[config.mk]
export PLATFORM = sky130hd
export DESIGN_NAME = scalar_mult7
export DESIGN_NICKNAME = d
export VERILOG_FILES = /design/src/rtl/scalar_mult7.sv
export SDC_FILE = /design/constraint.sdc
export NUM_CORES = 1
export LEC_CHECK = 0
export ABC_AREA = 1
export ABC_CLOCK_PERIOD_IN_PS = 2200
export BUFFER_PORTS_ARGS = -buffer_cell sky130_fd_sc_hd__clkbuf_2
export CORE_MARGIN = 3
export CORE_UTILIZATION = 40
export CTS_CLUSTER_DIAMETER = 50
export DETAILED_ROUTE_END_ITERATION = 8
export PLACE_DENSITY = 0.67
export SYNTH_ARGS = -nofsm -noshare
export SYNTH_HDL_FRONTEND = slang
export SYNTH_SLANG_ARGS = --single-unit
[constraint.sdc]
create_clock -name clk -period 2.2 [get_ports clk]
set_clock_uncertainty 0.05 [all_clocks]
set_input_delay 0.11 -clock clk [delete_from_list [all_inputs] [get_ports clk]]
set_output_delay 0.11 -clock clk [all_outputs]
set_load 0.05 [all_outputs]
[src/rtl/scalar_mult7.sv]
// scalar_mult7 -- left-to-right double-and-add controller for k*P on the
// GF(2^7) binary curve. It issues one doubling or one addition at a time to an
// external point-op engine and tracks the point at infinity itself.
// Point packing: bits [6:0] = x, bits [13:7] = y.
//
// Ports:
//   clk, rst_n          clock, asynchronous active-low reset
//   start               one-cycle request, sampled only when idle
//   scalar, point       k and P, latched with an accepted start
//   busy                high from the cycle after acceptance until done
//   done                one-cycle pulse when result/result_inf are valid
//   result, result_inf  k*P and its infinity flag, held until the next start
//   op_load             one-cycle pulse launching an engine operation
//   op_sel              0 = double op_a, 1 = add op_a + op_b
//   op_a, op_b          engine operands, held from op_load until op_done
//   op_result, op_inf   engine result and infinity flag, valid with op_done
//   op_done             engine completion pulse
module scalar_mult7 #(
  parameter int unsigned K_WIDTH = 7
) (
  input  logic               clk,
  input  logic               rst_n,
  input  logic               start,
  input  logic [K_WIDTH-1:0] scalar,
  input  logic [13:0]        point,
  output logic               busy,
  output logic               done,
  output logic [13:0]        result,
  output logic               result_inf,
  output logic               op_load,
  output logic               op_sel,
  output logic [13:0]        op_a,
  output logic [13:0]        op_b,
  input  logic [13:0]        op_result,
  input  logic               op_inf,
  input  logic               op_done
);

  localparam int unsigned IDX_W = $clog2(K_WIDTH) + 1;

  typedef enum logic [2:0] {
    S_IDLE,
    S_SCAN,
    S_DBL_ISSUE,
    S_DBL_WAIT,
    S_ADD_CHECK,
    S_ADD_ISSUE,
    S_ADD_WAIT,
    S_FIN
  } state_t;

  state_t             state_q, state_d;
  logic [13:0]        p_q, p_d;
  logic [K_WIDTH-1:0] k_q, k_d;
  logic [13:0]        acc_q, acc_d;
  logic               acc_inf_q, acc_inf_d;
  logic [IDX_W-1:0]   idx_q, idx_d;
  logic               add_as_dbl_q, add_as_dbl_d;
  logic               busy_q, busy_d;
  logic               done_q, done_d;
  logic [13:0]        result_q, result_d;
  logic               result_inf_q, result_inf_d;
  logic               op_sel_q, op_sel_d;
  logic [13:0]        op_a_q, op_a_d;
  logic [13:0]        op_b_q, op_b_d;

  logic [K_WIDTH-1:0] k_shift;
  logic               k_bit;
  state_t             adv_state;
  logic [IDX_W-1:0]   adv_idx;

  // Current scalar bit without a variable part-select on a narrower index.
  assign k_shift = k_q >> idx_q;
  assign k_bit   = k_shift[0];

  // Shared "advance" step: finish after bit 0, otherwise scan the next bit.
  always_comb begin
    if (idx_q == '0) begin
      adv_state = S_FIN;
      adv_idx   = idx_q;
    end else begin
      adv_state = S_SCAN;
      adv_idx   = idx_q - IDX_W'(1);
    end
  end

  always_comb begin
    state_d      = state_q;
    p_d          = p_q;
    k_d          = k_q;
    acc_d        = acc_q;
    acc_inf_d    = acc_inf_q;
    idx_d        = idx_q;
    add_as_dbl_d = add_as_dbl_q;
    busy_d       = busy_q;
    done_d       = 1'b0;
    result_d     = result_q;
    result_inf_d = result_inf_q;
    op_sel_d     = op_sel_q;
    op_a_d       = op_a_q;
    op_b_d       = op_b_q;
    op_load      = 1'b0;

    unique case (state_q)
      S_IDLE: begin
        if (start) begin
          p_d       = point;
          k_d       = scalar;
          acc_inf_d = 1'b1;
          idx_d     = IDX_W'(K_WIDTH - 1);
          busy_d    = 1'b1;
          state_d   = S_SCAN;
        end
      end

      S_SCAN: begin
        if (!acc_inf_q) begin
          op_sel_d     = 1'b0;
          op_a_d       = acc_q;
          add_as_dbl_d = 1'b0;
          state_d      = S_DBL_ISSUE;
        end else begin
          // Doubling infinity is infinity: only a set bit changes acc.
          if (k_bit) begin
            acc_d     = p_q;
            acc_inf_d = 1'b0;
          end
          state_d = adv_state;
          idx_d   = adv_idx;
        end
      end

      S_DBL_ISSUE: begin
        op_load = 1'b1;
        state_d = S_DBL_WAIT;
      end

      S_DBL_WAIT: begin
        if (op_done) begin
          acc_d     = op_result;
          acc_inf_d = op_inf;
          // A doubling that stood in for acc + P already consumed this bit.
          if (k_bit && !add_as_dbl_q) begin
            state_d = S_ADD_CHECK;
          end else begin
            state_d = adv_state;
            idx_d   = adv_idx;
          end
        end
      end

      S_ADD_CHECK: begin
        if (acc_inf_q) begin
          acc_d     = p_q;
          acc_inf_d = 1'b0;
          state_d   = adv_state;
          idx_d     = adv_idx;
        end else if (acc_q == p_q) begin
          // acc + P with acc == P is a doubling; the add formula is undefined.
          op_sel_d     = 1'b0;
          op_a_d       = acc_q;
          add_as_dbl_d = 1'b1;
          state_d      = S_DBL_ISSUE;
        end else if (acc_q[6:0] == p_q[6:0]) begin
          // Same x, different y: acc = -P = (x, x^y), so the sum is infinity.
          acc_inf_d = 1'b1;
          state_d   = adv_state;
          idx_d     = adv_idx;
        end else begin
          op_sel_d = 1'b1;
          op_a_d   = acc_q;
          op_b_d   = p_q;
          state_d  = S_ADD_ISSUE;
        end
      end

      S_ADD_ISSUE: begin
        op_load = 1'b1;
        state_d = S_ADD_WAIT;
      end

      S_ADD_WAIT: begin
        if (op_done) begin
          acc_d     = op_result;
          acc_inf_d = op_inf;
          state_d   = adv_state;
          idx_d     = adv_idx;
        end
      end

      S_FIN: begin
        result_d     = acc_q;
        result_inf_d = acc_inf_q;
        done_d       = 1'b1;
        busy_d       = 1'b0;
        state_d      = S_IDLE;
      end

      default: begin
        state_d = S_IDLE;
      end
    endcase
  end

  always_ff @(posedge clk or negedge rst_n) begin
    if (!rst_n) begin
      state_q      <= S_IDLE;
      p_q          <= '0;
      k_q          <= '0;
      acc_q        <= '0;
      acc_inf_q    <= 1'b0;
      idx_q        <= '0;
      add_as_dbl_q <= 1'b0;
      busy_q       <= 1'b0;
      done_q       <= 1'b0;
      result_q     <= '0;
      result_inf_q <= 1'b0;
      op_sel_q     <= 1'b0;
      op_a_q       <= '0;
      op_b_q       <= '0;
    end else begin
      state_q      <= state_d;
      p_q          <= p_d;
      k_q          <= k_d;
      acc_q        <= acc_d;
      acc_inf_q    <= acc_inf_d;
      idx_q        <= idx_d;
      add_as_dbl_q <= add_as_dbl_d;
      busy_q       <= busy_d;
      done_q       <= done_d;
      result_q     <= result_d;
      result_inf_q <= result_inf_d;
      op_sel_q     <= op_sel_d;
      op_a_q       <= op_a_d;
      op_b_q       <= op_b_d;
    end
  end

  assign busy       = busy_q;
  assign done       = done_q;
  assign result     = result_q;
  assign result_inf = result_inf_q;
  assign op_sel     = op_sel_q;
  assign op_a       = op_a_q;
  assign op_b       = op_b_q;

endmodule
# == Yosys cells after proc, flatten, opt, wreduce, memory -nomap -nowiden ==
# Index checks and enable logic that the tools add are counted.
# word_totals
input_bits,40
wordCells,111
output_inout_bits,47
reg_bits,90
# classes
eq_ne,23
reduce_logical,20
n_mux,49
addsub,1
shift,1
bitwise,3
# ops
op,count
2-to-1 mux 14 bit,8
case mux 14 bit (3 select lines),1
2-to-1 mux 4 bit,9
case mux 14 bit (2 select lines),1
2-to-1 mux 3 bit,9
case mux 3 bit (8 select lines),1
"!= test 2 bit, second input constant",10
case mux 4 bit (5 select lines),1
2-to-1 mux 1 bit,15
equality test 14 bit,1
"equality test 3 bit, second input constant",4
AND reduction 4 bit,3
"!= test 3 bit, second input constant",3
AND reduction 8 bit,1
equality test 7 bit,1
right shift 7 x 4 -> 1 bit,1
"equality test 3 x 2 -> 1 bit, second input constant",2
case mux 1 bit (2 select lines),3
AND reduction 3 bit,2
AND reduction 5 bit,1
nonzero test 5 bit,1
zero test 4 bit,1
case mux 1 bit (4 select lines),1
AND reduction 2 bit,2
11 further kinds,15

# == Longest topological paths before layout ==
# logic_depth
depth_word,6
ltp_mapped,13

# == Least setup slack after synthesis ==
# No wires, ideal clock.
# synth_timing
kind,reg-to-reg
start,reg state_q[0]
end,reg state_q[1]
required_time_ps,2082
setup_ps,68
n_path_buf,0
arrival_time_ps,1722
period_less_slack_ps,1840
path_stages_with_launch,8
slack_ps,360
path_cell_list,dfrtp_1 > nor2_2 > inv_2 > o21bai_1 > nor3b_1 > nand2_1 > inv_1 > nand3_1
# synth_between
elab_chain_len,3
# synth_rtl
element,line_no,source
from (decl),52,"state_t state_q, state_d;"
from (signal assigned),222,state_q <= state_d;
"equality test 3 x 2 -> 1 bit, or another cell as far along",104,unique case (state_q)
!= test 2 bit (no line),-,
AND reduction 3 bit (no line),-,
# Several ways; a longest one is shown, not always the timed one.
# A chain may end at the register's enable or synchronous reset.

# == Worst setup path after layout ==
# layout_timing
start,reg acc_q[7]
end,reg idx_q[3]
# layout_between
elab_chain_len,3
# layout_rtl
element,line_no,source
from (decl),55,"logic [13:0] acc_q, acc_d;"
from (signal assigned),210,acc_q <= '0;
from (signal assigned),225,acc_q <= acc_d;
equality test 14 bit,158,end else if (acc_q == p_q) begin
!= test 3 bit (no line),-,
AND reduction 8 bit (no line),-,
to (signal assigned),227,idx_q <= idx_d;
to (decl),57,"logic [IDX_W-1:0] idx_q, idx_d;"
# Every way passes these cells.

==> run_results.csv <==
group,metric,value,unit
drt,drtAntennaViolNets,0,
drt,route.met2.wl,4630,um
drt,drc,0,
global_routing,overflow,0,
global_routing,antenna_found_initial,0,
sta,setup_tns,0,ns
worst_setup_path,reg2reg_depth,10,
worst_setup_path,cp-end-kind,"flip-flop",
sta,hold_viol,0,
synth,synth_top_area_share,52.3,%
finish,nets,669,
cts,clk_pin_slew_worst_paths,0.09,ns
die,ios,87,
power,power_frac_comb,54.4,%
finish,drive_gt1_share,24.2,%
power,p_clk_share,12.5,%
drt,drt-total-wl,10800,um
synth,yosys-top-cells-area,"dfrtp_1 52%, nand2_1 15%, nand3_1 3.8%",
power,switchingPower,4.80,mW
global_routing,grt_pass1_wl,17900,um
worst_setup_path,reg2reg_slack,0.16,ns
global_routing,grt_pass1_vias,3643,
worst_setup_path,r2r-start,"acc_q[7]",
finish,diodes,0,
global_routing,grt_max_degree,44,
place,place_ws,0.0127,ns
drt,met3_length,571,um
cts,clock_latency,0.36,ns
place,gp_congestion,0.856,
power,seqPwrFrac,33.1,%
status,status,"finished clean",
drt,drt-initial-drc-count,164,
synth,avgSynthCellArea,8.39,um^2
synth,synth-seq-cells,90,
power,peakVddDrop,0.000670,V
cts,clock_sinks,90,
cts,cts-buffers-inserted,9,
sta,rsz0062_at_grt,"no",
synth,yosysMostFrequentCell,"nand2_1",
worst_setup_path,cp.arrival,2.29,ns
drt,met1_length,5350,um
synth,synth_ff_type,"dfrtp_1",
place,io_buffers,86,
global_routing,grt_usage,19.3,%
drt,routedWlPerCell,14.0,um
sta,relSlewSlack,62.1,%
drt,via_per_inst,4.84,
sta,fin_crit,2.04,ns
synth,yosysTopAreaCell,"dfrtp_1",
power,swShare,51.8,%
die,die_w,110,um
die,core,0.0104,mm^2
die,initial_core_util,41.5,%
die,row_count,37,
die,die_area,0.0120,mm^2
synth,syn_area,0.00430,mm^2
sta,drv_slew,0,
cts,clockRootBuffer,"clkbuf_8",
worst_setup_path,start_kind,"flip-flop",
finish,area_delta_synth_final,23.9,%
cts,cts_tree,"built",
hold_path,hold_start,"op_result[13]",
sta,setup_viol,0,
sta,fmax,0.491,GHz
die,die_y,110,um
drt,highest_layer,"met4",
worst_setup_path,reg2reg_to,"idx_q[3]",
synth,yosysSeqAreaShare,52.3,%
drt,vias,3719,
synth,synth.net_count,555,
worst_setup_path,critPathKind,"flip-flop to flip-flop",
sta,worst_pin_slew,0.568,ns
synth,syn_inst,513,
finish,fin_area,0.00533,mm^2
cts,h-tree-depth,3,
cts,cts_max_path_buffers,2,
power,power_per_cell_area,1740,mW/mm^2
synth,synth_edf_count,0,
job,cap_violations,0,
hold_path,min_path_type,"primary input to flip-flop",
synth,synthTopCellsByCount,"170 x nand2_1, 90 x dfrtp_1, 44 x nor2_1",
synth,async_flop_share,100,%
power,finalPower,9.27,mW
hold_path,hold_end,"acc_q[13]",
power,p_leak,2.83,nW
sta,fin_ws,0.162,ns
hold_path,min_delay_path_depth,3,
synth,ys_types,34,
worst_setup_path,crit_required,2.46,ns
drt,dr.pass1.iters,4,
synth,ys_warn_count,0,
place,dpl_cell_area,0.00487,mm^2
worst_setup_path,worst-path-max-fanout,7,
place,dp_hpwl,7920,um
finish,utilization,51.4,%
sta,post-route-period-util,92.6,%
power,intPower,4.47,mW
## cells in the final DEF (no fill, tap or decap), types with 2 or more instances in the layout
cell type	synthesis	routed
nor3_1	2	2
mux2i_1	4	4
dlygate4sd3_1	0	25
nor2_1	44	44
nand2_1	170	170
o21ai_1	5	5
a21oi_1	24	24
nand3_2	2	2
nand3_1	33	33
buf_4	3	8
clkinvlp_4	0	2
nor2_2	2	2
dfrtp_1	90	90
clkinv_2	0	2
xnor2_1	4	4
clkbuf_8	0	10
inv_1	42	42
clkbuf_2	0	85
mux2_2	9	9
o21ai_2	15	14
o21ai_0	23	23
nand4_1	6	6
inv_2	5	5
nand2_4	2	2
ha_1	2	2
nand2_2	4	4
## state kept, by name, indices dropped and copies added (netlist names)
register and count:
acc_q 14, op_a 14, op_b 14, p_q 14
result 14, k_q 7, idx_q 4, state_q 3
acc_inf_q 1, add_as_dbl_q 1, busy 1, done 1
op_sel 1, result_inf 1
## routing by layer
metal / up-vias / global-route usage [%]
met1: 1740 / 28.3
met3: 17 / 2.94
met4: 0 / 7.84
li1: 1868 / -
met2: 94 / 28.6
met5: - / 0
## per-stage QoR
| stage | hold slack [ns] | cells |
|---|---|---|
| after CTS | 0.0161 | 768 |
| after global routing | 0.0295 | 768 |
| after floorplan | -0.236 | 513 |
| after global placement | 0.0921 | 727 |
| after detailed placement | 0.0927 | 727 |
| final | 0.0294 | 768 |
## cell families after synthesis
family	Yosys count	synth area share [%]
AND/OR/NAND/NOR	271	27.0
AO/OA/AOI/OAI	71	9.80
multiplexers	13	3.29
XOR/XNOR	4	0.814
buffers and inverters	62	6.14
adder cells (fa/ha/maj)	2	0.581
flip-flops	90	52.3
## power groups by stage
| stage | sequential [mW] | clock [mW] | combinational (mW) |
|---|---|---|---|
| 5_1_grt | 3.18 | 1.24 | 5.61 |
| 2_1_floorplan | 4.23 | 0 | 2.75 |
| 3_3_place_gp | 3.08 | 0 | 4.98 |
| 6_report | 3.07 | 1.16 | 5.04 |
| 4_1_cts | 3.07 | 1.19 | 5.08 |
| 3_5_place_dp | 3.10 | 0 | 5.02 |
## worst max-delay path by stage
| stage | endpoint | from | slack (ns) | cells past startpoint |
|---|---|---|---|---|
| after detailed placement | op_a[13] | acc_q[5] | 0.01 | 8 |
| after floorplan | state_q[1] | state_q[0] | 0.36 | 7 |
| after global placement | op_a[0] | acc_q[5] | 0.12 | 8 |
| after global routing | idx_q[1] | idx_q[0] | 0.001 | 10 |
| final | idx_q[3] | acc_q[7] | 0.16 | 10 |
| after CTS | op_a[13] | acc_q[6] | 0.003 | 8 |
## layout make-up
type	instances	area, um^2
clock buffer	10	138
timing repair buffer	118	736
multi-input combinational	361	1790
fill	1015	5040
clock inverter	6	63.8
tap	136	170
sequential	90	2250
inverter	47	176
## critical path, cell delays in order (launching register included)
cell and delay (ns):
dfrtp_1 0.42, inv_1 0.10, nand2_1 0.06, nand2_1 0.05, nor2_1 0.10, nand2_1 0.06
nor2_1 0.38, nand3_1 0.39, nand3_2 0.23, nand2_1 0.07, nand2_1 0.06
## timing repair
item,CTS,global route
endpoints found under the setup margin,0,14
setup buffers,0,0
hold buffers,25,0
gates resized for setup,0,1
hold endpoints to repair,65,0
No activity file was read; power rests on OpenSTA's default activity.
